<file path="config.mk">
export PLATFORM = sky130hd
export DESIGN_NAME = modulator_am_flat
export DESIGN_NICKNAME = d
export VERILOG_FILES = /design/src/rtl/modulator_am_if.sv /design/src/rtl/modulator_am.sv /design/src/flat_wrapper.sv
export SDC_FILE = /design/constraint.sdc
export NUM_CORES = 1
export LEC_CHECK = 0
export CAP_MARGIN = 20
export CORE_ASPECT_RATIO = 1.75
export CORE_MARGIN = 1.5
export CORE_UTILIZATION = 60
export CTS_CLUSTER_DIAMETER = 120
export DETAILED_ROUTE_END_ITERATION = 10
export DONT_BUFFER_PORTS = 1
export PLACE_DENSITY = 0.82
export SLEW_MARGIN = 20
export SYNTH_ARGS = -nofsm -noshare
export SYNTH_HDL_FRONTEND = slang
export SYNTH_SLANG_ARGS = --single-unit
</file>
<file path="constraint.sdc">
create_clock -name clk -period 7.84 [get_ports clk]
set_input_delay 0.784 -clock clk [delete_from_list [all_inputs] [get_ports clk]]
set_output_delay 0.784 -clock clk [all_outputs]
set_load 0.03 [all_outputs]
</file>
<file path="src/rtl/modulator_am_if.sv">
// Sample/config/PWM bundle between the sample source, the AM modulator and the pin driver.
interface modulator_am_if;
    logic       enable;
    logic [7:0] bits_per_sample;
    logic [7:0] clks_per_pwm_step;
    logic       new_sample;
    logic [7:0] sample;
    logic       pwm;

    modport master (
        output enable, bits_per_sample, clks_per_pwm_step, new_sample, sample,
        input  pwm
    );

    modport slave (
        input  enable, bits_per_sample, clks_per_pwm_step, new_sample, sample,
        output pwm
    );
endinterface

</file>
<file path="src/rtl/modulator_am.sv">
// Single-channel AM/PWM modulator: duty follows the captured 8-bit sample and,
// like the step/clock configuration, only changes at a PWM period boundary.
module modulator_am #(
    parameter int FOO                  = 1,
    parameter int AM_CLKS_IN_PWM_STEPS = 2,
    parameter int AM_PWM_STEPS         = 255
) (
    input  logic          clk,
    input  logic          rst,
    modulator_am_if.slave bus
);
    localparam logic [7:0] DEF_C = 8'(AM_CLKS_IN_PWM_STEPS);
    localparam logic [7:0] DEF_N = 8'(AM_PWM_STEPS);

    typedef enum logic {
        ST_IDLE,
        ST_RUN
    } state_t;

    state_t     state, state_d;
    logic [7:0] clk_cnt, clk_cnt_d;
    logic [7:0] step_cnt, step_cnt_d;
    logic [7:0] pending, pending_d;
    logic [7:0] duty, duty_d;
    logic [7:0] n_lat, n_lat_d;
    logic [7:0] c_lat, c_lat_d;
    logic       pwm_q, pwm_d;
    logic [7:0] in_n, in_c, cur_n, cur_c;
    logic       at_step_end, at_boundary;
    logic       unused_foo;

    assign unused_foo = (FOO != 0);
    assign bus.pwm    = pwm_q;

    always_comb begin
        in_n = (bus.bits_per_sample == 8'd0) ? DEF_N : bus.bits_per_sample;
        in_c = (bus.clks_per_pwm_step == 8'd0) ? DEF_C : bus.clks_per_pwm_step;

        // The first enabled cycle runs on the live inputs, later cycles on the latched copy
        cur_n = (state == ST_IDLE) ? in_n : n_lat;
        cur_c = (state == ST_IDLE) ? in_c : c_lat;

        at_step_end = (clk_cnt == (cur_c - 8'd1));
        at_boundary = at_step_end && (step_cnt == (cur_n - 8'd1));

        state_d    = state;
        clk_cnt_d  = clk_cnt;
        step_cnt_d = step_cnt;
        duty_d     = duty;
        n_lat_d    = n_lat;
        c_lat_d    = c_lat;
        pwm_d      = 1'b0;
        pending_d  = bus.new_sample ? bus.sample : pending;

        if (!bus.enable) begin
            state_d    = ST_IDLE;
            clk_cnt_d  = 8'd0;
            step_cnt_d = 8'd0;
        end else begin
            state_d = ST_RUN;
            pwm_d   = (step_cnt < duty);
            if (state == ST_IDLE) begin
                n_lat_d = in_n;
                c_lat_d = in_c;
            end
            if (at_step_end) begin
                clk_cnt_d  = 8'd0;
                step_cnt_d = at_boundary ? 8'd0 : step_cnt + 8'd1;
            end else begin
                clk_cnt_d  = clk_cnt + 8'd1;
            end
            // A strobe on this same edge lands in pending and waits for the next boundary
            if (at_boundary) begin
                duty_d  = pending;
                n_lat_d = in_n;
                c_lat_d = in_c;
            end
        end
    end

    always_ff @(posedge clk) begin
        if (!rst) begin
            state    <= ST_IDLE;
            clk_cnt  <= 8'd0;
            step_cnt <= 8'd0;
            pending  <= 8'd0;
            duty     <= 8'd0;
            n_lat    <= DEF_N;
            c_lat    <= DEF_C;
            pwm_q    <= 1'b0;
        end else begin
            state    <= state_d;
            clk_cnt  <= clk_cnt_d;
            step_cnt <= step_cnt_d;
            pending  <= pending_d;
            duty     <= duty_d;
            n_lat    <= n_lat_d;
            c_lat    <= c_lat_d;
            pwm_q    <= pwm_d;
        end
    end
endmodule

</file>
<file path="src/flat_wrapper.sv">
// flat-port wrapper written by rule: the top's interface ports become plain ports
module modulator_am_flat 
#(
    parameter int FOO                  = 1,
    parameter int AM_CLKS_IN_PWM_STEPS = 2,
    parameter int AM_PWM_STEPS         = 255
)
  (clk, rst, bus_enable, bus_bits_per_sample, bus_clks_per_pwm_step, bus_new_sample, bus_sample, bus_pwm);
  modulator_am_if bus_i ();
  input  logic clk;
  input  logic rst;
  input wire logic [$bits(bus_i.enable)-1:0] bus_enable;
  input wire logic [$bits(bus_i.bits_per_sample)-1:0] bus_bits_per_sample;
  input wire logic [$bits(bus_i.clks_per_pwm_step)-1:0] bus_clks_per_pwm_step;
  input wire logic [$bits(bus_i.new_sample)-1:0] bus_new_sample;
  input wire logic [$bits(bus_i.sample)-1:0] bus_sample;
  output wire logic [$bits(bus_i.pwm)-1:0] bus_pwm;
  assign bus_i.enable = bus_enable;
  assign bus_i.bits_per_sample = bus_bits_per_sample;
  assign bus_i.clks_per_pwm_step = bus_clks_per_pwm_step;
  assign bus_i.new_sample = bus_new_sample;
  assign bus_i.sample = bus_sample;
  assign bus_pwm = bus_i.pwm;
  modulator_am #(.FOO(FOO), .AM_CLKS_IN_PWM_STEPS(AM_CLKS_IN_PWM_STEPS), .AM_PWM_STEPS(AM_PWM_STEPS)) u_core (.clk(clk), .rst(rst), .bus(bus_i));
endmodule
</file>
==> metrics <==
skew final=roughly 0.0078 ns; CTS Buffer Depth=2; Final nets=426; Worst Path Class, Setup=flip-flop to flip-flop; clock network fraction of total power=35.2%; min cycle time layout=4.78 ns; number of top-level pins=29; Post-synth EDFFs=0; hold buffers post-CTS=0; combinational group share of total power=a little over an eighth; Synth Area per Inst=8.27 um2; Starting Density=about three fifths; vias per std cell=6.42; Clock Latency Late Sink=just over 0.3 ns; clk sink count=50; I/O Buffers=0; Yosys top cell area share=29.7%; CP max stage delay=1.00 ns; worst min path class=flip-flop to flip-flop; #FFs+latches synth=50; Fmax=209 MHz; P&R area growth vs syn=2.86%; largest cells by area after synthesis=dfxtp_1, mux2i_1, nor2_1; final hold vios=0; NetSw=0.140 mW; slew margin rel.=27.7%; Final Setup Violations=0; post-synthesis sequential area ratio=29.7%; Power Internal=a little under 0.4 mW; Synth area leader=dfxtp_1; cell mode on critical path=mux2i_1; post-route clock period utilization=roughly three fifths; Synth Cell Area=between 3000 and 4000 um2; post-route cell area=3470 um2; ANT nets after route=0; H-tree levels=2; sw frac=26.2%; largest net degree at the start of global routing=63; DRC violations left=0; Post-synth top cells=dfxtp_1, nor2_1, nand2_1; GPL Wtd Cong=1.02; ANT cells=0; Critical Path Start Type=flip-flop; Slew @ Worst Pin=1.08 ns; final setup TNS=0 ns; status=finished clean; die height=102 um; VDD IR max=around 0.00012 V; CTS tree=done; Mapped Nets=447; drt first-iter violations=228; RSZ-0062 raised after global routing=false; Post-CTS Setup Bufs=0; Seq pwr share=51.6%; post-CTS sizing=0; Final Util=63.2%; Area after DPL=roughly 3400 um2; element type at the critical path end=flip-flop; routed len/inst=16.6 um; Cells after Synth=408; HPWL Detailed=5560 um; vias=2978; Core Rows=36; worst path required time=8.02 ns; core area=5500 um2; gr ovfl total=0; Overall Global Routing Usage=25.7%; initial antenna violation count=0; cell with the most instances after synthesis=dfxtp_1; hold slack=0.460 ns; Worst-path clk slew=0.10 ns; 1st-pass router iterations=4; LEAKAGE=1.29 nW; Slew Limit Fails=0; CTS root buf=clkbuf_8; Max Cap Viol=0; CP max FO=50; TritonCTS buffer count=5; layout cells sized above 1=4.64%; final WL=7700 um; first-pass GRT wire length=12100 um; number of global-route vias before repair=2695; power density over cell area=between 150 and 200 nW/um2; full die area=6100 um2; crit-path cells=mux2i_1 -> xor2_1 -> or3b_1 -> a2111o_1 -> nor3_2 -> or4b_1 -> or2_1 -> mux2i_1; Slowest-stage cell, CP=dfxtp_2; Die Wd=59.7 um; CP Data Arrival Time=4.96 ns; synth unique cells=59; dominant synthesized flop cell=dfxtp_1; Syn. warnings=0; ys async rst share=0%
==> power by group through the flow <==
stage               logic [mW]  registers, mW  clock network [mW]
floorplan               0.0686          0.274                   0
global placement        0.0674          0.280                   0
detailed placement      0.0695          0.281                   0
CTS                     0.0698          0.275               0.191
global route            0.0781          0.277               0.202
finish                  0.0704          0.275               0.188
==> cell families after synthesis <==
| logic type | after synthesis | synth area share [%] |
|---|---|---|
| AOI/OAI and AO/OA | 77 | 16.6 |
| xor gates and xnor gates | 28 | 7.27 |
| adders and majority gates | 11 | 4.08 |
| buffers and inverters | 42 | 5.01 |
| DFF | 50 | 29.7 |
| muxes | 35 | 11.0 |
| and+or+nand+nor | 165 | 26.3 |
==> path summary, 6_finish.rpt <==
check,from,end,slack (ns),cells past startpoint
hold / removal,u_core.pending[5],u_core.duty[5],0.46,2
setup reg to reg,u_core.state,u_core.duty[1],3.06,8
hold reg to reg,u_core.pending[5],u_core.duty[5],0.46,2
setup / recovery,u_core.state,u_core.duty[1],3.06,8
==> flip-flops by register name (all words and copies together), names as in the netlist <==
| register | cells |
|---|---|
| u_core.n_lat | 8 |
| u_core.pending | 8 |
| u_core.step_cnt | 8 |
| u_core.clk_cnt | 8 |
| u_core.c_lat | 8 |
| u_core.state | 1 |
| u_core.duty | 8 |
| u_core.bus.pwm | 1 |
==> cell type report <==
| type | count | area [um2] |
|---|---|---|
| sequential | 50 | 1000 |
| clock inverter | 3 | 47.5 |
| multi-input combinational | 316 | 2200 |
| inverter | 14 | 52.6 |
| tap | 76 | 95.1 |
| clock buffer | 5 | 68.8 |
| fill | 483 | 2020 |
==> critical path, delay by kind of cell, from the launching register on <==
kind,cells,cell delay (ns)
flops,1,1.00
xor+xnor,1,0.27
mux,2,0.48
simple gates,4,2.44
compound gates,1,0.44
==> cells in the final DEF (no fill, tap or decap), types with 7 or more instances in the layout <==
cell and count:
nand3_1 17, nor2b_1 13, nand2_1 31, ha_1 11, mux2i_1 26, a21oi_1 7, inv_1 14, nand4_1 13
mux2_1 7, and3_1 11, a31oi_1 12, o21ai_0 7, o211ai_1 13, dfxtp_1 49, nor4_1 7, nor2_1 39
xnor2_1 14, a21o_1 9, xor2_1 14
==> per-stage QoR <==
| step | std cells | power (mW) | worst slack (ns) |
|---|---|---|---|
| after CTS | 464 | 0.536 | 3.12 |
| final | 464 | 0.534 | 3.06 |
| after global routing | 464 | 0.557 | 2.77 |
| after global placement | 456 | 0.347 | 3.30 |
| after detailed placement | 456 | 0.350 | 3.16 |
| after floorplan | 408 | 0.343 | 4.16 |
==> layer usage <==
metal  wire length, um  share of wire, %  track usage [%]
met3               277               3.6             3.80
met4               357               4.6             13.0
met1              2980                39             28.0
met5                 0                 0                0
met2              4090                53             46.5
Power figures use the tool's default switching activity.
